$ cat src/rtl/axil_lb_pkg.sv
// Shared definitions for the AXI4-Lite to local-bus bridge: FSM state
// encoding, AXI response codes and the read-delay counter width.
package axil_lb_pkg;

   typedef enum logic [2:0] {
      IDLE  = 3'd0,
      WRITE = 3'd1,
      WRESP = 3'd2,
      READ  = 3'd3,
      RRESP = 3'd4
   } state_e;

   localparam logic [1:0] RESP_OKAY   = 2'b00;
   localparam logic [1:0] RESP_SLVERR = 2'b10;

   // Wide enough for the largest legal local-bus read delay (15).
   localparam int CNT_W = 4;

endpackage

$ cat src/rtl/axil_lb_bridge_if.sv
// AXI4-Lite slave-port signal bundle for axil_lb_bridge. Signal names keep
// the s00_axi_ prefix so they line up with the AXI port names of the block.
interface axil_lb_bridge_if #(
   parameter int LB_DATAWIDTH = 32,
   parameter int LB_ADDRWIDTH = 16
);
   logic [LB_ADDRWIDTH+1:0]   s00_axi_awaddr;
   logic                      s00_axi_awvalid;
   logic                      s00_axi_awready;
   logic [LB_DATAWIDTH-1:0]   s00_axi_wdata;
   logic [LB_DATAWIDTH/8-1:0] s00_axi_wstrb;
   logic                      s00_axi_wvalid;
   logic                      s00_axi_wready;
   logic [1:0]                s00_axi_bresp;
   logic                      s00_axi_bvalid;
   logic                      s00_axi_bready;
   logic [LB_ADDRWIDTH+1:0]   s00_axi_araddr;
   logic                      s00_axi_arvalid;
   logic                      s00_axi_arready;
   logic [LB_DATAWIDTH-1:0]   s00_axi_rdata;
   logic [1:0]                s00_axi_rresp;
   logic                      s00_axi_rvalid;
   logic                      s00_axi_rready;

   modport slave (
      input  s00_axi_awaddr, s00_axi_awvalid, s00_axi_wdata, s00_axi_wstrb,
             s00_axi_wvalid, s00_axi_bready, s00_axi_araddr, s00_axi_arvalid,
             s00_axi_rready,
      output s00_axi_awready, s00_axi_wready, s00_axi_bresp, s00_axi_bvalid,
             s00_axi_arready, s00_axi_rdata, s00_axi_rresp, s00_axi_rvalid
   );

   modport master (
      output s00_axi_awaddr, s00_axi_awvalid, s00_axi_wdata, s00_axi_wstrb,
             s00_axi_wvalid, s00_axi_bready, s00_axi_araddr, s00_axi_arvalid,
             s00_axi_rready,
      input  s00_axi_awready, s00_axi_wready, s00_axi_bresp, s00_axi_bvalid,
             s00_axi_arready, s00_axi_rdata, s00_axi_rresp, s00_axi_rvalid
   );
endinterface

$ cat src/rtl/lb_read_delay.sv
// Loadable down-counter timing the local-bus read latency. Loading DELAY on
// the read handshake makes done rise exactly DELAY cycles after the lb_read
// pulse cycle.
module lb_read_delay
   import axil_lb_pkg::*;
#(
   parameter int DELAY = 3
) (
   input  logic clk,
   input  logic rst_n,
   input  logic load,
   output logic done
);

   logic [CNT_W-1:0] cnt_q, cnt_d;

   // Load on request, otherwise count down and park at zero.
   always_comb begin
      cnt_d = cnt_q;
      if (load) begin
         cnt_d = CNT_W'(DELAY);
      end else if (cnt_q != '0) begin
         cnt_d = cnt_q - 1'b1;
      end
   end

   // Counter register.
   // NOTE: sequential state uses non-blocking assignment so every flop samples the pre-edge values.
   always_ff @(posedge clk or negedge rst_n) begin
      if (!rst_n) cnt_q <= '0;
      else        cnt_q <= cnt_d;
   end

   assign done = (cnt_q == '0);

endmodule

$ cat src/rtl/axil_lb_bridge.sv
// AXI4-Lite slave to simple local-bus bridge, one transaction in flight.
// Writes win over simultaneous reads. Optional build macro
// AXIL_LB_WSTRB_CHECK_EN rejects partial-strobe writes with SLVERR and no
// lb_write; without it wstrb is ignored.
module axil_lb_bridge
   import axil_lb_pkg::*;
#(
   parameter int LB_DATAWIDTH  = 32,
   parameter int LB_ADDRWIDTH  = 16,
   parameter int LB_READ_DELAY = 3
) (
   input  logic                    s00_axi_aclk,
   input  logic                    s00_axi_aresetn,
   axil_lb_bridge_if.slave         s_axi,
   output logic [LB_ADDRWIDTH-1:0] lb_addr,
   output logic [LB_DATAWIDTH-1:0] lb_wdata,
   output logic                    lb_write,
   output logic                    lb_read,
   input  logic [LB_DATAWIDTH-1:0] lb_rdata
);

   state_e                  state_q, state_d;
   logic [LB_ADDRWIDTH-1:0] lb_addr_q, lb_addr_d;
   logic [LB_DATAWIDTH-1:0] lb_wdata_q, lb_wdata_d;
   logic                    lb_write_q, lb_write_d;
   logic                    lb_read_q, lb_read_d;
   logic [LB_DATAWIDTH-1:0] rdata_q, rdata_d;
   logic [1:0]              bresp_q, bresp_d;
   logic                    wr_req, strb_ok, rd_load, rd_done;

   assign wr_req = s_axi.s00_axi_awvalid & s_axi.s00_axi_wvalid;

`ifdef AXIL_LB_WSTRB_CHECK_EN
   assign strb_ok = &s_axi.s00_axi_wstrb;
`else
   logic unused_wstrb;
   assign unused_wstrb = ^s_axi.s00_axi_wstrb;
   assign strb_ok      = 1'b1;
`endif

   // Handshake outputs decode straight from the state register; AW and W
   // are only accepted together, and AR only when no full write is offered.
   assign s_axi.s00_axi_awready = (state_q == IDLE) & wr_req;
   assign s_axi.s00_axi_wready  = (state_q == IDLE) & wr_req;
   assign s_axi.s00_axi_arready = (state_q == IDLE) & s_axi.s00_axi_arvalid & ~wr_req;
   assign s_axi.s00_axi_bvalid  = (state_q == WRESP);
   assign s_axi.s00_axi_rvalid  = (state_q == RRESP);
   assign s_axi.s00_axi_bresp   = bresp_q;
   assign s_axi.s00_axi_rresp   = RESP_OKAY;
   assign s_axi.s00_axi_rdata   = rdata_q;

   assign lb_addr  = lb_addr_q;
   assign lb_wdata = lb_wdata_q;
   assign lb_write = lb_write_q;
   assign lb_read  = lb_read_q;

   lb_read_delay #(.DELAY(LB_READ_DELAY)) u_rd_delay (
      .clk   (s00_axi_aclk),
      .rst_n (s00_axi_aresetn),
      .load  (rd_load),
      .done  (rd_done)
   );

   // Next-state and registered-output logic for the transaction FSM.
   // NOTE: every variable gets a default first so no path can infer a latch.
   always_comb begin
      state_d    = state_q;
      lb_addr_d  = lb_addr_q;
      lb_wdata_d = lb_wdata_q;
      lb_write_d = 1'b0;
      lb_read_d  = 1'b0;
      rdata_d    = rdata_q;
      bresp_d    = bresp_q;
      rd_load    = 1'b0;
      unique case (state_q)
         IDLE: begin
            if (wr_req) begin
               lb_addr_d  = s_axi.s00_axi_awaddr[LB_ADDRWIDTH+1:2];
               lb_wdata_d = s_axi.s00_axi_wdata;
               if (strb_ok) begin
                  lb_write_d = 1'b1;
                  bresp_d    = RESP_OKAY;
                  state_d    = WRITE;
               end else begin
                  bresp_d    = RESP_SLVERR;
                  state_d    = WRESP;
               end
            end else if (s_axi.s00_axi_arvalid) begin
               lb_addr_d = s_axi.s00_axi_araddr[LB_ADDRWIDTH+1:2];
               lb_read_d = 1'b1;
               rd_load   = 1'b1;
               state_d   = READ;
            end
         end
         WRITE: state_d = WRESP;
         WRESP: if (s_axi.s00_axi_bready) state_d = IDLE;
         READ: begin
            if (rd_done) begin
               rdata_d = lb_rdata;
               state_d = RRESP;
            end
         end
         RRESP: if (s_axi.s00_axi_rready) state_d = IDLE;
         default: state_d = IDLE;
      endcase
   end

   // State and output registers; reset abandons any transaction in flight.
   always_ff @(posedge s00_axi_aclk or negedge s00_axi_aresetn) begin
      if (!s00_axi_aresetn) begin
         state_q    <= IDLE;
         lb_addr_q  <= '0;
         lb_wdata_q <= '0;
         lb_write_q <= 1'b0;
         lb_read_q  <= 1'b0;
         rdata_q    <= '0;
         bresp_q    <= RESP_OKAY;
      end else begin
         state_q    <= state_d;
         lb_addr_q  <= lb_addr_d;
         lb_wdata_q <= lb_wdata_d;
         lb_write_q <= lb_write_d;
         lb_read_q  <= lb_read_d;
         rdata_q    <= rdata_d;
         bresp_q    <= bresp_d;
      end
   end

endmodule

$ cat src/flat_wrapper.sv
// flat-port wrapper written by rule: the top's interface ports become plain ports
module axil_lb_bridge_flat import axil_lb_pkg::*;
#(
   parameter int LB_DATAWIDTH  = 32,
   parameter int LB_ADDRWIDTH  = 16,
   parameter int LB_READ_DELAY = 3
)
  (s00_axi_aclk, s00_axi_aresetn, lb_addr, lb_wdata, lb_write, lb_read, lb_rdata, s_axi_s00_axi_awaddr, s_axi_s00_axi_awvalid, s_axi_s00_axi_wdata, s_axi_s00_axi_wstrb, s_axi_s00_axi_wvalid, s_axi_s00_axi_bready, s_axi_s00_axi_araddr, s_axi_s00_axi_arvalid, s_axi_s00_axi_rready, s_axi_s00_axi_awready, s_axi_s00_axi_wready, s_axi_s00_axi_bresp, s_axi_s00_axi_bvalid, s_axi_s00_axi_arready, s_axi_s00_axi_rdata, s_axi_s00_axi_rresp, s_axi_s00_axi_rvalid);
  axil_lb_bridge_if #(.LB_DATAWIDTH(LB_DATAWIDTH), .LB_ADDRWIDTH(LB_ADDRWIDTH)) s_axi_i ();
  input  logic s00_axi_aclk;
  input  logic s00_axi_aresetn;
  output logic [LB_ADDRWIDTH-1:0] lb_addr;
  output logic [LB_DATAWIDTH-1:0] lb_wdata;
  output logic lb_write;
  output logic lb_read;
  input  logic [LB_DATAWIDTH-1:0] lb_rdata;
  input wire logic [$bits(s_axi_i.s00_axi_awaddr)-1:0] s_axi_s00_axi_awaddr;
  input wire logic [$bits(s_axi_i.s00_axi_awvalid)-1:0] s_axi_s00_axi_awvalid;
  input wire logic [$bits(s_axi_i.s00_axi_wdata)-1:0] s_axi_s00_axi_wdata;
  input wire logic [$bits(s_axi_i.s00_axi_wstrb)-1:0] s_axi_s00_axi_wstrb;
  input wire logic [$bits(s_axi_i.s00_axi_wvalid)-1:0] s_axi_s00_axi_wvalid;
  input wire logic [$bits(s_axi_i.s00_axi_bready)-1:0] s_axi_s00_axi_bready;
  input wire logic [$bits(s_axi_i.s00_axi_araddr)-1:0] s_axi_s00_axi_araddr;
  input wire logic [$bits(s_axi_i.s00_axi_arvalid)-1:0] s_axi_s00_axi_arvalid;
  input wire logic [$bits(s_axi_i.s00_axi_rready)-1:0] s_axi_s00_axi_rready;
  output wire logic [$bits(s_axi_i.s00_axi_awready)-1:0] s_axi_s00_axi_awready;
  output wire logic [$bits(s_axi_i.s00_axi_wready)-1:0] s_axi_s00_axi_wready;
  output wire logic [$bits(s_axi_i.s00_axi_bresp)-1:0] s_axi_s00_axi_bresp;
  output wire logic [$bits(s_axi_i.s00_axi_bvalid)-1:0] s_axi_s00_axi_bvalid;
  output wire logic [$bits(s_axi_i.s00_axi_arready)-1:0] s_axi_s00_axi_arready;
  output wire logic [$bits(s_axi_i.s00_axi_rdata)-1:0] s_axi_s00_axi_rdata;
  output wire logic [$bits(s_axi_i.s00_axi_rresp)-1:0] s_axi_s00_axi_rresp;
  output wire logic [$bits(s_axi_i.s00_axi_rvalid)-1:0] s_axi_s00_axi_rvalid;
  assign s_axi_i.s00_axi_awaddr = s_axi_s00_axi_awaddr;
  assign s_axi_i.s00_axi_awvalid = s_axi_s00_axi_awvalid;
  assign s_axi_i.s00_axi_wdata = s_axi_s00_axi_wdata;
  assign s_axi_i.s00_axi_wstrb = s_axi_s00_axi_wstrb;
  assign s_axi_i.s00_axi_wvalid = s_axi_s00_axi_wvalid;
  assign s_axi_i.s00_axi_bready = s_axi_s00_axi_bready;
  assign s_axi_i.s00_axi_araddr = s_axi_s00_axi_araddr;
  assign s_axi_i.s00_axi_arvalid = s_axi_s00_axi_arvalid;
  assign s_axi_i.s00_axi_rready = s_axi_s00_axi_rready;
  assign s_axi_s00_axi_awready = s_axi_i.s00_axi_awready;
  assign s_axi_s00_axi_wready = s_axi_i.s00_axi_wready;
  assign s_axi_s00_axi_bresp = s_axi_i.s00_axi_bresp;
  assign s_axi_s00_axi_bvalid = s_axi_i.s00_axi_bvalid;
  assign s_axi_s00_axi_arready = s_axi_i.s00_axi_arready;
  assign s_axi_s00_axi_rdata = s_axi_i.s00_axi_rdata;
  assign s_axi_s00_axi_rresp = s_axi_i.s00_axi_rresp;
  assign s_axi_s00_axi_rvalid = s_axi_i.s00_axi_rvalid;
  axil_lb_bridge #(.LB_DATAWIDTH(LB_DATAWIDTH), .LB_ADDRWIDTH(LB_ADDRWIDTH), .LB_READ_DELAY(LB_READ_DELAY)) u_core (.s00_axi_aclk(s00_axi_aclk), .s00_axi_aresetn(s00_axi_aresetn), .s_axi(s_axi_i), .lb_addr(lb_addr), .lb_wdata(lb_wdata), .lb_write(lb_write), .lb_read(lb_read), .lb_rdata(lb_rdata));
endmodule
$ cat config.mk
export PLATFORM = sky130hd
export DESIGN_NAME = axil_lb_bridge_flat
export DESIGN_NICKNAME = d
export VERILOG_FILES = /design/src/rtl/axil_lb_pkg.sv /design/src/rtl/axil_lb_bridge_if.sv /design/src/rtl/lb_read_delay.sv /design/src/rtl/axil_lb_bridge.sv /design/src/flat_wrapper.sv
export SDC_FILE = /design/constraint.sdc
export NUM_CORES = 1
export LEC_CHECK = 0
export BUFFER_PORTS_ARGS = -buffer_cell sky130_fd_sc_hd__buf_2
export CAP_MARGIN = 40
export CORE_MARGIN = 1.5
export CORE_UTILIZATION = 44
export CTS_CLUSTER_SIZE = 30
export DETAILED_ROUTE_END_ITERATION = 16
export GPL_TIMING_DRIVEN = 0
export HOLD_SLACK_MARGIN = 0.08
export PLACE_DENSITY = 0.84
export SLEW_MARGIN = 40
export SYNTH_ARGS = -nofsm -noshare
export SYNTH_HDL_FRONTEND = slang
export SYNTH_SLANG_ARGS = --single-unit
$ cat constraint.sdc
create_clock -name s00_axi_aclk -period 2 [get_ports s00_axi_aclk]
set_input_delay 0.4 -clock s00_axi_aclk [delete_from_list [all_inputs] [get_ports s00_axi_aclk]]
set_output_delay 0.4 -clock s00_axi_aclk [all_outputs]
set_load 0.02 [all_outputs]
Yosys cells after proc, flatten, opt, wreduce, memory -nomap -nowiden
Cells that the tools add are included.
{"block": "classes", "n_addsub": 1, "n_eq_ne": 8, "mux": 15, "bitwise": 5, "reduce_logical": 9}
{"op": "2-to-1 mux 16 bit", "n": 2}
{"op": "2-to-1 mux 3 bit", "n": 5}
{"op": "one-hot mux 3 bit (5 select lines)", "n": 1}
{"op": "2-to-1 mux 4 bit", "n": 2}
{"op": "equality test 3 x 2 -> 1 bit, second input constant", "n": 2}
{"op": "AND reduction 2 bit", "n": 3}
{"op": "2-to-1 mux 1 bit", "n": 5}
{"op": "AND 1 bit", "n": 4}
{"op": "logical NOT 4 bit", "n": 1}
{"op": "!= test 2 bit, second input constant", "n": 2}
{"op": "AND reduction 4 bit", "n": 1}
{"op": "nonzero test 2 bit", "n": 2}
{"op": "nonzero test 4 bit", "n": 1}
{"op": "subtractor 4 x 1 -> 4 bit, second input constant", "n": 1}
{"op": "equality test 3 x 1 -> 1 bit, second input constant", "n": 1}
{"op": "equality test 3 bit, second input constant", "n": 1}
{"op": "logical NOT 3 bit", "n": 1}
{"op": "!= test 3 x 2 -> 1 bit, second input constant", "n": 1}
{"op": "!= test 2 x 1 -> 1 bit, second input constant", "n": 1}
{"op": "inverter 1 bit", "n": 1}
{"block": "word_totals", "register_bits": 89, "inputBits": 111, "out_inout_bits": 91, "word_cells": 45}

Depth between registers and ports, before layout
{"block": "logic_depth", "word_depth": 4, "depth_mapped": 6}

By module
From an unflattened synthesis, not the netlist that was laid out.
{"block": "hier_totals", "cells_unflattened": 241, "area_unflattened_um2": 3915.0}
{"mod": "axil_lb_bridge", "n_inst": 1, "cells_each": 219, "area_each_um2": 3683.5, "seq_area_each_um2": 2127.0}
{"mod": "lb_read_delay", "n_inst": 1, "cells_each": 22, "area_each_um2": 231.5, "seq_area_each_um2": 100.1}

Worst setup path before layout
Ideal clock, no wire load.
{"block": "synth_path", "kind": "flip-flop to output port", "start": "register u_core.state_q[1]", "end": "output s_axi_s00_axi_wready", "t_arrival_ns": 1.361, "required_ns": 1.600, "path_slack_ns": 0.239, "stages_incl_launch_ff": 6, "n_path_buf": 2, "path_cell_list": "dfrtp_1 > nor3_2 > nand3_2 > buf_6 > inv_1 > buf_4"}
{"block": "synth_via", "elab_chain_cells": 2}
{"item": "start: declaration", "line": "axil_lb_bridge.sv:22", "rtl": "state_e state_q, state_d;"}
{"item": "start signal: assignment", "line": "axil_lb_bridge.sv:119", "rtl": "state_q <= state_d;"}
{"item": "logical NOT 3 bit"}
{"item": "AND 1 bit"}
{"item": "end: declaration", "line": "flat_wrapper.sv:27", "rtl": "output wire logic [$bits(s_axi_i.s00_axi_wready)-1:0] s_axi_s00_axi_wready;"}
No other way between the ends.

Worst setup path after layout
{"block": "layout_path", "start": "register u_core.state_q[1]", "end": "output s_axi_s00_axi_wready"}
{"block": "layout_via", "elab_chain_cells": 2}
{"item": "logical NOT 3 bit", "line": "axil_lb_bridge.sv:44", "rtl": "assign s_axi.s00_axi_wready = (state_q == IDLE) & wr_req;"}
{"item": "AND 1 bit", "line": "axil_lb_bridge.sv:44"}
No other way between the ends.

==> reports/qor.yml <==
intPower_uw: 4920
worst-path-buf-inv: 3
power_frac_comb: 0.452
critPathArrivalTime_ps: 1510
cts_tree: "yes"
antenna_found_initial: 0
end_kind: "output pin"
cts_sinks: 89
dr_total_vias: 2661
die_y_um: 94.7
p_leak_uw: 0.00265
reg2reg_depth: 6
clockBufferDepth: 2
place_area_sq_mm: 0.00482
cts_max_level: 3
cts_buffers: 9
final_hold_viol_count: 0
diodes: 0
ir_drop_v: 0.000790
wl_per_cell_um: 14.4
power.clock.fraction: 0.156
first_global_vias: 2754
synth-seq-cells: 89
critPathMaxStageDelay_ps: 470
netlist_instances: 236
viasPerCell: 4.79
critPathMaxFanout: 6
holdWs_ps: 276
synth_largest_area_cell: "dfrtp_1"
min_path_type: "input pin to flop"
synth_top_area_frac: 0.602
synth_edf_count: 0
path_class: "flop to output pin"
die_area_sq_mm: 0.00896
p_switching_uw: 3100
yosys-top-cells-area: "dfrtp_1, mux2_2, buf_6, buf_4, mux2_1"
netlist_top_cells_count: "mux2_2, dfrtp_1, buf_6"
ys_async_sr_fraction: 1.00
core.rowCount: 33
syn_to_final_growth_pct: 38.0
p_total_uw: 8020
ys_types: 28
drive_gt1_frac: 0.727
initial_core_util: 0.452
finish.net_count: 559
status: "finished clean"
avgSynthCellArea_sq_um: 15.7
firstDrtPassIters: 4
path_depth: 5
grt_overflow: 0
synth_warnings: 0
final_max_slew_viol_count: 0
rsz0062_at_grt: "no"
maxCapViolations: 0
grt_pass1_wl_mm: 12.6
post-synth-top-count-cell: "mux2_2"
relSlewSlack: 0.598
synth-main-ff-cell: "dfrtp_1"
crit_top_cell: "buf_6"
netlist_area_sq_mm: 0.00370
critPathTopFamily: "flip-flops"
clk_pin_slew_ps: 90
fp.coreArea_sq_mm: 0.00818
clkLatencyLatePin_ps: 340
wl_mm: 8.02
track_usage: 0.183
worst_path_max_delay_cell: "dfrtp_2"
finClkSkew_ps: 10.6
crit_required_ps: 1600
root_buffer: "clkbuf_8"
ant_nets: 0
netSwitchingFraction: 0.387
io_pins: 202
worst_pin_slew_ps: 602
p_seq_frac: 0.392
timing.final.crit_share: 0.954
grt_max_degree: 50
final_cell_area_sq_mm: 0.00510
powerDensity_mw_per_mm2: 1570
dpl.hpwl_mm: 6.20
startpoint_type: "flop"
fmax_ghz: 0.524
gp_congestion: 0.710
yosysSeqAreaShare: 0.602
setup_viol: 0
portBuffers: 189
route.detailed.drc: 0
hold_depth: 2
drt_iter0_markers: 75
worstPathCellList: "nor3_4 > nand3_4 > inv_4 > buf_6 > buf_6"
dieWidth_um: 94.7
fin_crit_ps: 1910
==> what timing repair did <==
item / CTS / global route
hold buffers: 1 / 0
hold endpoints to repair: 40 / 0
gates cloned: 0 / 0
setup endpoints to repair: 3 / 4
pin swaps: 2 / 3
resized for setup: 9 / 3
setup buffers: 4 / 2
==> worst register-to-register path, delay by kind of cell (launching register included) <==
kind / cells / cell delay [ps]
flip-flops: 1 / 380
multiplexers: 1 / 350
buffers and inverters: 2 / 340
AND/OR/NAND/NOR: 2 / 460
adder cells (fa/ha/maj): 1 / 200
==> path summary, 6_finish.rpt <==
check                                                from                             end  slack [ps]
max                                     u_core.state_q[1]            s_axi_s00_axi_wready          90
min                                           lb_rdata[2]   u_core.s_axi.s00_axi_rdata[2]         280
max reg2reg                    u_core.u_rd_delay.cnt_q[0]   u_core.s_axi.s00_axi_rdata[0]         150
min reg2reg                u_core.s_axi.s00_axi_rdata[29]  u_core.s_axi.s00_axi_rdata[29]         490
max in group asynchronous                 s00_axi_aresetn               u_core.state_q[0]         890
min in group asynchronous                 s00_axi_aresetn              u_core.lb_wdata[2]         530
==> per-layer routing <==
metal	share of wire	global-route usage	up-vias
met1	0.38	0.207	1285
met5	0	0	-
met3	0.084	0.0499	10
met2	0.52	0.330	127
li1	-	-	1239
met4	0.012	0.0609	0
==> registers in the layout, summed over array words and instances (netlist names) <==
register	count
u_core.u_rd_delay.cnt_q	4
u_core.lb_write	1
u_core.s_axi.s00_axi_rdata	32
u_core.lb_wdata	32
u_core.lb_read	1
u_core.state_q	3
u_core.lb_addr	16
==> cell type report <==
type | count | area, sq um
tap | 105 | 131
clock inverter | 5 | 63.8
inverter | 6 | 25.0
buffer | 13 | 121
clock buffer | 11 | 141
timing repair buffer | 197 | 1040
sequential | 89 | 2230
fill | 645 | 3070
multi-input combinational | 130 | 1350
==> logic make-up (layout without fill, tap and decap cells) <==
logic type,after synthesis,count (layout),synth area share
fa+ha+maj,2,2,0.00677
compound gates,6,6,0.0108
mux,99,99,0.301
simple gates,18,18,0.0345
flops,89,89,0.602
buf+inv,20,232,0.0409
other cells,1,4,0.00101
xor+xnor,1,1,0.00237
==> power by group through the flow <==
stage / Clock (uW) / Combinational [uW] / Sequential, uW
6_report: 1250 / 3630 / 3140
2_1_floorplan: 0 / 1300 / 4180
5_1_grt: 1360 / 3920 / 3270
4_1_cts: 1280 / 3670 / 3160
3_3_place_gp: 0 / 3490 / 3120
3_5_place_dp: 0 / 3610 / 3190
==> layout by cell type, fill, tap and decap left out <==
master and count:
mux2i_1 1, a21oi_1 2, buf_2 188, ha_1 2, clkbuf_1 1, dfrtp_1 86, inv_1 5, dlygate4sd3_1 1
mux2_1 4, nand2b_1 2, nand3b_2 1, nor3_1 1, nor2b_1 1, buf_16 1, clkinvlp_4 3, mux2_2 94
nand3b_1 1, clkbuf_8 10, nand3_4 1, buf_6 9, nand2_2 1, a211oi_1 2, o21bai_1 1, nor3_4 2
nor2_1 2, buf_4 11, a21o_1 1, bufinv_16 1, inv_8 1, dfrtp_2 3, xnor2_1 1, nand3_2 1
conb_1 4, nand2_1 2, nor3b_1 3, inv_4 1
==> stage by stage <==
step / std cells / TNS (ps) / worst slack, ps / utilization
floorplan: 239 / 0 / 239 / -
global placement: 533 / -17160 / -198 / 0.585
detailed placement: 534 / 0 / 9.47 / 0.590
CTS: 555 / 0 / 2.61 / 0.623
global route: 556 / 0 / 7.85 / 0.624
finish: 556 / 0 / 91.1 / 0.624
Power figures use the tool's default switching activity.
